===== config.mk =====
export PLATFORM = sky130hd
export DESIGN_NAME = exec_iter_divider
export DESIGN_NICKNAME = d
export VERILOG_FILES = /design/src/rtl/exec_iter_divider.sv
export SDC_FILE = /design/constraint.sdc
export NUM_CORES = 1
export LEC_CHECK = 0
export ABC_AREA = 1
export BUFFER_PORTS_ARGS = -buffer_cell sky130_fd_sc_hd__buf_4
export CORE_UTILIZATION = 40
export CTS_CLUSTER_SIZE = 30
export DETAILED_ROUTE_END_ITERATION = 10
export SYNTH_ARGS = -nofsm -noshare
export SYNTH_HDL_FRONTEND = slang
export SYNTH_SLANG_ARGS = --single-unit

===== constraint.sdc =====
create_clock -name clk -period 6.1 [get_ports clk]
set_clock_uncertainty 0.05 [all_clocks]
set_input_delay 1.22 -clock clk [delete_from_list [all_inputs] [get_ports clk]]
set_output_delay 1.22 -clock clk [all_outputs]
set_load 0.02 [all_outputs]

===== src/rtl/exec_iter_divider.sv =====
// exec_iter_divider
//   Iterative restoring divider for DIV/DIVU/REM/REMU. Signed operations are
//   computed on operand magnitudes. The result sign is applied on the cycle
//   after the last division step.
//
//   Parameters
//     XLEN            operand/result width (32 or 64)
//     STEPS_PER_CYCLE quotient bits retired per clock (1, 2 or 4; divides XLEN)
//
//   Ports
//     clk        rising-edge clock
//     start      asynchronous active-low reset
//     flush      aborts any operation in flight; wins over ex_fire
//     ex_fire    one-cycle launch pulse; samples op, in_a, in_b
//     op         00 DIV, 01 DIVU, 10 REM, 11 REMU
//     in_a       dividend
//     in_b       divisor
//     busy       high while in CALC
//     div_valid  high while divresult holds a completed result
//     divresult  quotient or remainder, selected by op
//
//   Handshake: ex_fire is a fire-and-forget launch with no ready. It is
//   accepted in every state. A launch during CALC abandons the old operation.
//   div_valid is a level that stays high in DONE until the next ex_fire or
//   flush.
//
//   Optional feature: define DIV_EARLY_OUT_EN to skip leading zero chunks of
//   the dividend magnitude at launch. Results are unchanged; only latency
//   shrinks.
module exec_iter_divider #(
    parameter int XLEN            = 32,
    parameter int STEPS_PER_CYCLE = 1
) (
    input  logic            clk,
    input  logic            start,
    input  logic            flush,
    input  logic            ex_fire,
    input  logic [1:0]      op,
    input  logic [XLEN-1:0] in_a,
    input  logic [XLEN-1:0] in_b,
    output logic            busy,
    output logic            div_valid,
    output logic [XLEN-1:0] divresult
);
    localparam int N  = XLEN / STEPS_PER_CYCLE;
    localparam int CW = $clog2(N + 1);
    localparam logic [XLEN-1:0] MOST_NEG = {1'b1, {(XLEN-1){1'b0}}};

    typedef enum logic [1:0] {
        IDLE = 2'd0,
        CALC = 2'd1,
        DONE = 2'd2
    } state_t;

    state_t          state_q, state_d;
    logic [CW-1:0]   cnt_q, cnt_d;
    logic [XLEN-1:0] quo_q, quo_d;     // dividend bits shifting out, quotient shifting in
    logic [XLEN-1:0] rem_q, rem_d;     // partial remainder (always < divisor between steps)
    logic [XLEN-1:0] dvs_q, dvs_d;     // divisor magnitude
    logic [XLEN-1:0] a_q, a_d;         // original dividend, needed for x/0 remainder
    logic [XLEN-1:0] res_q, res_d;
    logic            is_rem_q, is_rem_d;
    logic            neg_quo_q, neg_quo_d;
    logic            neg_rem_q, neg_rem_d;
    logic            dz_q, dz_d;
    logic            ovf_q, ovf_d;
    logic            valid_q, valid_d;

    // Launch decode
    logic            is_signed;
    logic            neg_a, neg_b;
    logic [XLEN-1:0] mag_a, mag_b;
    logic            in_dz, in_ovf;
    logic [CW-1:0]   launch_cnt;
    logic [XLEN-1:0] launch_quo;

    // Datapath results
    logic [XLEN-1:0] step_quo, step_rem;
    logic [XLEN-1:0] fin_quo, fin_rem;

    always_comb begin
        is_signed = ~op[0];
        neg_a     = is_signed & in_a[XLEN-1];
        neg_b     = is_signed & in_b[XLEN-1];
        mag_a     = neg_a ? -in_a : in_a;
        mag_b     = neg_b ? -in_b : in_b;
        in_dz     = (in_b == '0);
        in_ovf    = is_signed & (in_a == MOST_NEG) & (&in_b);
    end

`ifdef DIV_EARLY_OUT_EN
    // Count significant bits of the dividend magnitude and pre-shift it so the
    // leading zero chunks are never iterated. Those chunks could only have
    // produced zero quotient bits.
    always_comb begin : early_out_count
        int sig_bits;
        int iters;
        sig_bits = 0;
        for (int i = 0; i < XLEN; i++) begin
            if (mag_a[i]) sig_bits = i + 1;
        end
        iters = (sig_bits + STEPS_PER_CYCLE - 1) / STEPS_PER_CYCLE;
        if (iters == 0) iters = 1;
        launch_cnt = CW'(iters);
        launch_quo = mag_a << ((N - iters) * STEPS_PER_CYCLE);
    end
`else
    always_comb begin
        launch_cnt = CW'(N);
        launch_quo = mag_a;
    end
`endif

    // STEPS_PER_CYCLE restoring steps on an XLEN+1-bit trial remainder
    always_comb begin : div_steps
        logic [XLEN:0] trial;
        step_rem = rem_q;
        step_quo = quo_q;
        trial    = '0;
        for (int s = 0; s < STEPS_PER_CYCLE; s++) begin
            trial    = {step_rem, step_quo[XLEN-1]};
            step_quo = {step_quo[XLEN-2:0], 1'b0};
            if (trial >= {1'b0, dvs_q}) begin
                trial       = trial - {1'b0, dvs_q};
                step_quo[0] = 1'b1;
            end
            step_rem = trial[XLEN-1:0];
        end
    end

    // Sign correction and special-case overrides. Negating zero yields zero,
    // so a zero quotient or remainder never picks up a sign.
    always_comb begin
        fin_quo = neg_quo_q ? -quo_q : quo_q;
        fin_rem = neg_rem_q ? -rem_q : rem_q;
        if (dz_q) begin
            fin_quo = '1;
            fin_rem = a_q;
        end
        if (ovf_q) begin
            fin_quo = MOST_NEG;
            fin_rem = '0;
        end
    end

    // Next-state / datapath control
    always_comb begin
        state_d   = state_q;
        cnt_d     = cnt_q;
        quo_d     = quo_q;
        rem_d     = rem_q;
        dvs_d     = dvs_q;
        a_d       = a_q;
        res_d     = res_q;
        is_rem_d  = is_rem_q;
        neg_quo_d = neg_quo_q;
        neg_rem_d = neg_rem_q;
        dz_d      = dz_q;
        ovf_d     = ovf_q;
        valid_d   = valid_q;

        if (flush) begin
            state_d = IDLE;
            valid_d = 1'b0;
        end else if (ex_fire) begin
            state_d   = CALC;
            valid_d   = 1'b0;
            // Special cases spend a single dummy iteration, then finalize.
            cnt_d     = (in_dz | in_ovf) ? CW'(1) : launch_cnt;
            quo_d     = launch_quo;
            rem_d     = '0;
            dvs_d     = mag_b;
            a_d       = in_a;
            is_rem_d  = op[1];
            neg_quo_d = neg_a ^ neg_b;
            neg_rem_d = neg_a;
            dz_d      = in_dz;
            ovf_d     = in_ovf;
        end else if (state_q == CALC) begin
            if (cnt_q != '0) begin
                quo_d = step_quo;
                rem_d = step_rem;
                cnt_d = cnt_q - CW'(1);
            end else begin
                res_d   = is_rem_q ? fin_rem : fin_quo;
                valid_d = 1'b1;
                state_d = DONE;
            end
        end
    end

    always_ff @(posedge clk or negedge start) begin
        if (!start) begin
            state_q   <= IDLE;
            cnt_q     <= '0;
            quo_q     <= '0;
            rem_q     <= '0;
            dvs_q     <= '0;
            a_q       <= '0;
            res_q     <= '0;
            is_rem_q  <= 1'b0;
            neg_quo_q <= 1'b0;
            neg_rem_q <= 1'b0;
            dz_q      <= 1'b0;
            ovf_q     <= 1'b0;
            valid_q   <= 1'b0;
        end else begin
            state_q   <= state_d;
            cnt_q     <= cnt_d;
            quo_q     <= quo_d;
            rem_q     <= rem_d;
            dvs_q     <= dvs_d;
            a_q       <= a_d;
            res_q     <= res_d;
            is_rem_q  <= is_rem_d;
            neg_quo_q <= neg_quo_d;
            neg_rem_q <= neg_rem_d;
            dz_q      <= dz_d;
            ovf_q     <= ovf_d;
            valid_q   <= valid_d;
        end
    end

    assign busy      = (state_q == CALC);
    assign div_valid = valid_q;
    assign divresult = res_q;

endmodule


==> results of run 1 <==
registers in the layout (all words and copies together) (netlist names):
register and cells:
rem_q 32, quo_q 32, neg_quo_q 1, a_q 32, is_rem_q 1, dvs_q 32, ovf_q 1, divresult 32
state_q 2, neg_rem_q 1, cnt_q 6, dz_q 1
path summary, 6_finish.rpt:
path / start / endpoint / slack (ns) / cells after the start
worst max-delay path: ex_fire / rem_q[28]$_DFFE_PN0P_ / 3.03 / 8
worst min-delay path: divresult[20]$_DFFE_PN0P_ / divresult[20]$_DFFE_PN0P_ / 0.43 / 2
worst max register to register: rem_q[25]$_DFFE_PN0P_ / rem_q[28]$_DFFE_PN0P_ / 3.03 / 11
worst min register to register: divresult[20]$_DFFE_PN0P_ / divresult[20]$_DFFE_PN0P_ / 0.43 / 2
max in group asynchronous: start / divresult[28]$_DFFE_PN0P_ / 4.22 / 2
min in group asynchronous: start / dvs_q[19]$_DFFE_PN0P_ / 0.75 / 1
kinds of logic (layout without fill, tap and decap cells):
logic type                 Yosys count  in the layout  share of synthesized area, %
and+or+nand+nor                   1333           1333                          40.4
buffers and inverters              348            427                          9.73
DFF                                173            173                          31.0
AOI/OAI and AO/OA                  308            308                          12.4
adders and majority gates           40             40                          3.64
xor gates and xnor gates            45             45                          2.83
critical path, stage by stage:
cell and delay (ns):
buf_4 0.13, nor2_1 0.24, nand3_2 0.54, inv_2 0.76
nand2_2 0.26, nand2_1 0.12, nand2_1 0.06, nand2_1 0.06
synthesized netlist by cell type (2+ instances only):
cell and n:
nand2_2 9, clkbuf_1 47, nand3_2 2, nand3_1 235, o211ai_1 13, clkinv_1 2, and2_1 5, nand3b_1 16
buf_2 11, dfrtp_1 173, o21a_1 3, nor2_1 252, o21bai_1 8, o221ai_1 10, o21ai_1 9, nor2_4 3
inv_1 265, inv_2 13, buf_6 2, or2_2 4, nand4_1 35, ha_1 39, nor4_1 2, nor2_2 11
buf_1 4, xor2_1 29, nor3_1 23, a21oi_1 99, a22o_1 2, nand2_1 729, o22ai_1 18, o2111ai_1 4
o31ai_1 4, o21ai_0 118, xnor2_1 16, a31oi_1 16, buf_4 3
per-layer routing:
layer  share of wire, %  vias to the layer above
li1                   -                     7396
met1                 48                     6982
met2                 42                      635
met3                8.2                       64
met4                2.3                        0
met5                  0                        -
metrics by stage:
step           utilization, %  setup slack [ns]  cells
6_report                 45.4              3.03   2781
5_1_grt                  45.4              2.81   2781
4_1_cts                  45.4              3.04   2781
3_5_place_dp             43.8              2.57   2749
3_3_place_gp             43.8              2.60   2749
2_1_floorplan               -              3.47   2247
power by group through the flow:
stage	Combinational, mW	Clock (mW)	Sequential (mW)
2_1_floorplan	0.758	0	1.58
4_1_cts	1.35	1.10	1.52
3_5_place_dp	1.35	0	1.54
6_report	1.37	1.08	1.53
5_1_grt	1.51	1.14	1.55
3_3_place_gp	1.34	0	1.54
cell type report:
| type | instances | area, sq um |
|---|---|---|
| flip-flops and latches | 173 | 4330 |
| multi-input cells | 1726 | 8270 |
| fillers | 3715 | 18800 |
| inverters | 280 | 1050 |
| clock buffers | 19 | 443 |
| repair buffers | 115 | 880 |
| well taps | 455 | 569 |
| clock inverters | 13 | 119 |
==> metrics, run 1 <==
largest net degree at the start of global routing approximately 100; clock root cell clkbuf_16; Clk pwr share 27.1%; Flop pwr share about two fifths; post-synth top area share 31.0%; net switching power ~1.6 mW; Die Y 189 um; worst vdd ir between 0.2 and 0.25 mV; drt first-iter violations approximately 1,800; clk buf depth 2; CP Capture Type flop; synthesized area 13,900 sq um; GR peak layer met1; IO Pins 104; die width between 150 and 200 um; area leader, netlist dfrtp_1; overall power approximately 4.0 mW; number of synthesized flops with an enable pin 0; Rows a little under 70; worst hold margin about 0.43 ns; core area 34,500 sq um; Final Cycle Share 50.4%; final setup fails 0; Async S/R FF share, synth 100%; ANT nets after route 0; Worst Tran Pin Value between 0.9 and 1 ns; max-cap viol count 0; DRC viols 1; Clock Sinks around 170; commonest non-fill, non-tap cell in the layout nand2_1; Global Route Usage Sum 29.5%; count of cell types in the netlist 50; Worst Path Max Fanout 37; grt met3 use between 5 and 6%; global-route wire length before repair 80.5 mm; Global Route met2 Usage 42.6%; routability cong. between 0.9 and 1; Antenna Cells 0; Switching Share 40.7%; status finished, violations left; Post-Layout Inst Area around 16,000 sq um; RSZ-0062 raised after global routing false; Initial Utilization between 40% and 50%; CTS H-tree depth 4; Max Freq 0.326 GHz; port bufs 103; CTS tree built; crit start category primary input; setup TNS 0 ns; CTS resizes 0; clk_lat worst skew 0.46 ns; hpwl dp 40.5 mm; vias per cell around 5.4; placed inst area about 15,000 sq um; CTS clock-pin slew for the worst setup and hold paths approximately 0.07 ns; synthesis-stage register bit count 173; Hold-fix buffers, CTS 0; Mapped Nets 2,357; final WL just over 50 mm; met1 global-route usage around 45%; Synth Warn # 0; post-CTS setup repair buffer count 0; number of global-route vias before repair 13,900; Num CTS Buffers 17; Synth Instances between 2,000 and 2,500; WP data arrival approximately 3.4 ns; commonest cells after routing, fill and taps aside nand2_1, inv_1, nor2_1; Hold Vio Cnt, Final 0; combinational fraction of design power around 34%; sequential area share after synthesis 31.0%; routed via count roughly 15,000; die area between 30,000 and 40,000 sq um; Area contributors post-synth dfrtp_1, nand2_1, nand3_1, inv_1, nor2_1; failing checks DRC; leak pwr 8.31 nW; max-slew violations 0; Final #Nets 2,423; grt total ovfl 0; Pint around 2.4 mW; mean post-synth cell area between 6 and 7 sq um; layout cells sized above 1 about 8.3%; average routed wire per standard cell about 19 um; initial antenna violation count 0; area grow syn2layout 12.3%; Worst slew margin 33.4%; Power per Cell Area around 250 nW/um^2; Main synth FF type dfrtp_1; Critical Path RT approximately 6.4 ns; TritonRoute pass-1 iters 9; minimum clock period just over 3 ns; kind of critical path primary input to flop; Hold WC Path Type flop to flop
Power figures use the tool's default switching activity.
==> inputs of run 2 (changes only) <==
==> constraint.sdc (replaced) <==
create_clock -name clk -period 3.1 [get_ports clk]
set_clock_uncertainty 0.05 [all_clocks]
set_input_delay 0.62 -clock clk [delete_from_list [all_inputs] [get_ports clk]]
set_output_delay 0.62 -clock clk [all_outputs]
set_load 0.02 [all_outputs]
==> run 2 against run 1 <==
Compared with the run above:
- the flow still finishes with violations (DRC)
- global-route usage increased by 1.8 points
- highest routed layer is now met5
- setup slack got worse by 2.8 ns
- largest power group unchanged
- register-to-register slack got worse by 2.8 ns
- critical path type is now flop to flop
==> metrics, run 2 (same netlist as run 1, synthesis figures left out) <==
final setup fails 0 (unchanged); r2r startpoint quo_q[31]$_DFFE_PN0P_; Global Route Usage Sum 31.3% (+1.8 points); Worst Tran Pin Value 0.849 ns (-0.149 ns); TritonRoute pass-1 iters 9 (unchanged); CP Capture Type flop; average routed wire per standard cell 19.7 um (+5.9%); final WL 55.2 mm (+6.9%); Die Y 189 um (unchanged); CTS H-tree depth 4 (unchanged); port bufs 103 (unchanged); post-CTS setup repair buffer count 0 (unchanged); Clock Sinks 173 (unchanged); clk buf depth 2 (unchanged); Placed Instances 2,773 (+0.87%); Rows 68 (unchanged); global-route wire length before repair 84.4 mm (+4.8%); worst slack, placed 0.0956 ns (-2.48 ns); status finished, violations left; IO Pins 104 (unchanged); routability cong. 1.01 (+2.5%); leak pwr 8.49 nW (+2.1%); die width 189 um (unchanged); Sequential Area 4330 sq um (unchanged); die area 35,600 sq um (unchanged); max-slew violations 0 (unchanged); ANT nets after route 0 (unchanged); CTS resizes 0 (unchanged); R2R Setup Slk 0.27 ns (-2.76 ns); Hold Vio Cnt, Final 0 (unchanged); DRC viols 1 (unchanged); core area 34,500 sq um (unchanged); Power per Cell Area 505 nW/um^2 (+99%); Hold-fix buffers, CTS 0 (unchanged); drt first-iter violations 1,681 (-6.2%); hpwl dp 44.0 mm (+8.8%); Hold WC Path Type primary input to asynchronous set/reset pin; area grow syn2layout 14.4%; worst vdd ir 0.432 mV (+110%); Critical Path RT 3.41 ns (-3.03 ns); CTS tree built; WP data arrival 3.15 ns (-0.26 ns); fin cells 2,808 (+0.97%); clk_lat worst skew 0.47 ns (about the same); filler cell count 3,716 (+0.027%); layout cells sized above 1 9.35% (+1.1 points); Worst Setup Slack, final 0.268 ns (-2.76 ns); kind of critical path flop to flop; number of global-route vias before repair 14,300 (+3.3%); setup TNS 0 ns (unchanged); clock root cell clkbuf_16; area occupied by multi-input gates 8270 sq um (about the same); R2R depth 16 (+5); largest net degree at the start of global routing 70 (-33%); grt total ovfl 0 (unchanged); Num CTS Buffers 17 (unchanged); commonest cells after routing, fill and taps aside nand2_1, inv_1, nor2_1; Initial Utilization 40.5% (unchanged); CTS clock-pin slew for the worst setup and hold paths 0.08 ns (about the same); max-cap viol count 0 (unchanged); Final #Nets 2,450 (+1.1%); minimum clock period ~2.8 ns; RSZ-0062 raised after global routing false; placed inst area 15,300 sq um (+1.4%); grt met3 use 6.84% (+1.8 points); met1 global-route usage 45.9% (+1.4 points); Final Cycle Share 91.4%; commonest non-fill, non-tap cell in the layout nand2_1; vias per cell 5.50 (+1.5%); Max Freq roughly 0.35 GHz; Worst Path Max Fanout 4 (-89%); Post-Layout Inst Area 16,000 sq um (+1.9%); GR peak layer met1; Antenna Cells 0 (unchanged); Worst slew margin 42.8% (+9.4 points); routed via count 15,500 (+2.5%); crit start category flop; terminus of the critical flop-to-flop path rem_q[30]$_DFFE_PN0P_; Global Route met2 Usage 44.7% (+2.1 points); failing checks DRC; initial antenna violation count 0 (unchanged)
## run 2: changes by cell type in the layout (fill, tap and decap cells not counted)
cell	change
clkbuf_1	-1
nor2_2	+1
buf_4	+22
clkinv_8	+1
bufinv_16	+1
buf_12	+4
inv_6	-2
inv_8	+3
clkinvlp_4	-1
clkinv_2	-1
## run 2: stage by stage
step	power (mW)	util (%)	hold slack (ns)
after floorplan	4.59	-	0.274
after global placement	5.73	44.4	0.405
after detailed placement	5.75	44.4	0.412
after CTS	8.05	46.2	0.0557
after global routing	8.50	46.3	0.0756
final	8.06	46.3	0.0346
## run 2: power by group
group          total [mW]  internal [mW]  switching, mW
combinational        2.74          0.939           1.80
clock                2.30           1.18           1.11
sequential           3.02           2.65          0.374
total                8.06           4.77           3.29
## run 2: per-layer routing
metal  vias to the layer above  wire length [um]
met5                         -                92
met4                         2              1640
met3                        85              5010
met2                       659             22700
met1                      7254             25800
li1                       7452                 -
## run 2: final cells by class
cell class,instances,share of cell area (%)
multi-input cells,1727,51.8
flip-flops and latches,173,27.1
repair buffers,141,7.05
inverters,280,6.59
well taps,455,3.57
clock buffers,18,2.75
clock inverters,14,1.06
## run 2: worst max-delay path, cell delays in order, from the launching register on
cell     delay (ns)
dfrtp_1        0.44
inv_1          0.23
ha_1           0.21
inv_1          0.09
fa_1           0.41
nand2_1        0.08
nand3_1        0.11
nand3_1        0.10
nand2_1        0.16
nand2_1        0.10
nand2_1        0.11
nand2_1        0.24
nand2_1        0.09
nand2_1        0.07
nand3_1        0.10
nand2_1        0.10
nand2_1        0.05
## run 2: worst max-delay path by stage
stage,slack [ns],end,from
after global routing,0.08,rem_q[21]$_DFFE_PN0P_,rem_q[14]$_DFFE_PN0P_
after CTS,0.08,rem_q[29]$_DFFE_PN0P_,rem_q[25]$_DFFE_PN0P_
after floorplan,1.07,rem_q[24]$_DFFE_PN0P_,rem_q[23]$_DFFE_PN0P_
after global placement,0.18,rem_q[30]$_DFFE_PN0P_,rem_q[25]$_DFFE_PN0P_
final,0.27,rem_q[30]$_DFFE_PN0P_,quo_q[31]$_DFFE_PN0P_
after detailed placement,0.1,rem_q[29]$_DFFE_PN0P_,rem_q[25]$_DFFE_PN0P_
==> inputs of run 3 (changes only) <==
--- a/config.mk
+++ b/config.mk
@@ -10,6 +10,7 @@
 export CORE_UTILIZATION = 40
 export CTS_CLUSTER_SIZE = 30
 export DETAILED_ROUTE_END_ITERATION = 10
+export PLACE_DENSITY = 0.56
 export SYNTH_ARGS = -nofsm -noshare
 export SYNTH_HDL_FRONTEND = slang
 export SYNTH_SLANG_ARGS = --single-unit
==> run 3 against run 2 <==
Compared with the run above:
- the flow now finishes without violations
- fmax rose by 1.5%
- hold slack better by 0.072 ns
- design area decreased by 0.96%
- cell count fell by 0.32%
==> metrics, run 3 (same netlist as run 1, synthesis figures left out) <==
Final Cycle Share 90.0% (-1.4 points); ANT nets after route 0 (unchanged); final setup fails 0 (unchanged); port bufs 103 (unchanged); minimum clock period 2.79 ns (-0.0421 ns); CTS resizes 0 (unchanged); CP max stage delay 0.51 ns (+0.07 ns); status finished, final reports clean; Power per Cell Area 500 nW/um^2 (-1.2%); CP max stage cell dfrtp_1; commonest cells after routing, fill and taps aside nand2_1, inv_1, nor2_1; cells along the critical path ha_1 -> a21oi_1 -> o21ai_0 -> a21oi_1 -> nand2_1 -> nor2_4 -> nand2_8 -> nand2_2 -> nand2_1 -> nand2_1 -> nand2_1; Placed Instances 2,766 (-0.25%); IO Pins 104 (unchanged); post-CTS setup repair buffer count 0 (unchanged); fin cells 2,799 (-0.32%); vias per cell 5.43 (-1.3%); crit start category flop; die width 189 um (unchanged); Die Y 189 um (unchanged); Global Route Usage Sum 30.8% (-0.48 points); routed via count 15,200 (-1.6%); CTS tree built; clock root cell clkbuf_16; Hold-fix buffers, CTS 0 (unchanged); global-route wire length before repair 83.1 mm (-1.5%); max-slew violations 0 (unchanged); final WL 54.2 mm (-1.9%); commonest non-fill, non-tap cell in the layout nand2_1; Num CTS Buffers 17 (unchanged); RSZ-0062 raised after global routing false; Clock Sinks 173 (unchanged); number of global-route vias before repair 13,900 (-2.8%); CP Capture Type flop; WP data arrival 3.08 ns (-0.07 ns); average routed wire per standard cell 19.3 um (-1.6%); worst vdd ir 0.430 mV (-0.46%); die area 35,600 sq um (unchanged); clk buf depth 2 (unchanged); hpwl dp 43.1 mm (-2.2%); Max Freq 0.358 GHz (+1.5%); area grow syn2layout 13.3%; Critical Path RT 3.39 ns (-0.02 ns); initial antenna violation count 1 (+1); routability cong. 0.973 (-3.5%); worst hold margin 0.107 ns (+0.0720 ns); Hold WC Path Type primary input to asynchronous set/reset pin; core area 34,500 sq um (unchanged); Final #Nets 2,440 (-0.41%); max-cap viol count 0 (unchanged); Rows 68 (unchanged); kind of critical path flop to flop; clk_lat worst skew 0.46 ns (about the same); Worst slew margin 20.9% (-22 points); largest net degree at the start of global routing 70 (unchanged); setup TNS 0 ns (unchanged); Hold Vio Cnt, Final 0 (unchanged); DRC viols 0 (-1); CP most frequent cell nand2_1; layout cells sized above 1 8.96% (-0.39 points); Worst Tran Pin Value 1.18 ns (+0.335 ns); TritonRoute pass-1 iters 6 (-3); CTS clock-pin slew for the worst setup and hold paths 0.08 ns (about the same); R2R Setup Slk 0.31 ns (+0.04 ns); Initial Utilization 40.5% (unchanged); Worst Path Max Fanout 33 (+29); leak pwr 8.40 nW (-1.0%); filler cell count 3,735 (+0.51%); drt first-iter violations 1,455 (-13%); grt total ovfl 0 (unchanged); CTS H-tree depth 4 (unchanged)
==> run 3: path summary, 6_finish.rpt <==
check	from	endpoint	cells past startpoint
hold reg to reg	a_q[29]$_DFFE_PN0P_	a_q[29]$_DFFE_PN0P_	2
setup reg to reg	rem_q[25]$_DFFE_PN0P_	rem_q[31]$_DFFE_PN0P_	11
max in group asynchronous	start	quo_q[30]$_DFFE_PN0P_	2
min in group clk	in_a[25]	a_q[25]$_DFFE_PN0P_	3
hold / removal	start	rem_q[14]$_DFFE_PN0P_	1
setup / recovery	rem_q[25]$_DFFE_PN0P_	rem_q[31]$_DFFE_PN0P_	11
==> run 3: cell type report <==
cell class	instances	area (sq um)	area share [%]
Tap cell	455	569	3.60
Multi-Input combinational cell	1726	8270	52.3
Inverter	280	1050	6.65
Sequential cell	173	4330	27.4
Clock buffer	18	439	2.78
Antenna cell	1	2.50	0.0158
Timing Repair Buffer	132	1020	6.47
Clock inverter	14	121	0.768
==> run 3: report_power, final <==
| group | total [mW] | leakage, nW | internal [mW] | switching [mW] |
|---|---|---|---|---|
| combinational | 2.74 | 5.90 | 0.929 | 1.81 |
| clock | 2.14 | 0.273 | 1.08 | 1.06 |
| sequential | 3.02 | 2.22 | 2.65 | 0.364 |
==> run 3: through the flow <==
step	util [%]	power (mW)	instance area [sq um]	worst slack (ns)
after global placement	44.2	5.73	15200	0.345
after CTS	45.8	7.88	15800	0.347
after detailed placement	44.2	5.74	15200	0.360
after global routing	45.8	8.36	15800	0.105
after floorplan	-	4.59	13900	1.07
final	45.9	7.89	15800	0.310
==> run 3: routing by layer <==
layer | share of wire [%] | vias to the layer above | wire length [um] | track usage (%)
li1 | - | 7422 | - | -
met1 | 49 | 7130 | 26400 | 46.9
met2 | 41 | 607 | 22100 | 43.5
met3 | 8.9 | 46 | 4850 | 7.08
met4 | 1.5 | 0 | 838 | 6.89
met5 | 0 | - | 0 | 0
==> run 3: critical path: cells and delay by family (launching register included) <==
family,cells,cell delay (ns)
adder cells (fa/ha/maj),1,0.44
flip-flops,1,0.51
AND/OR/NAND/NOR,7,0.98
AO/OA/AOI/OAI,3,0.69
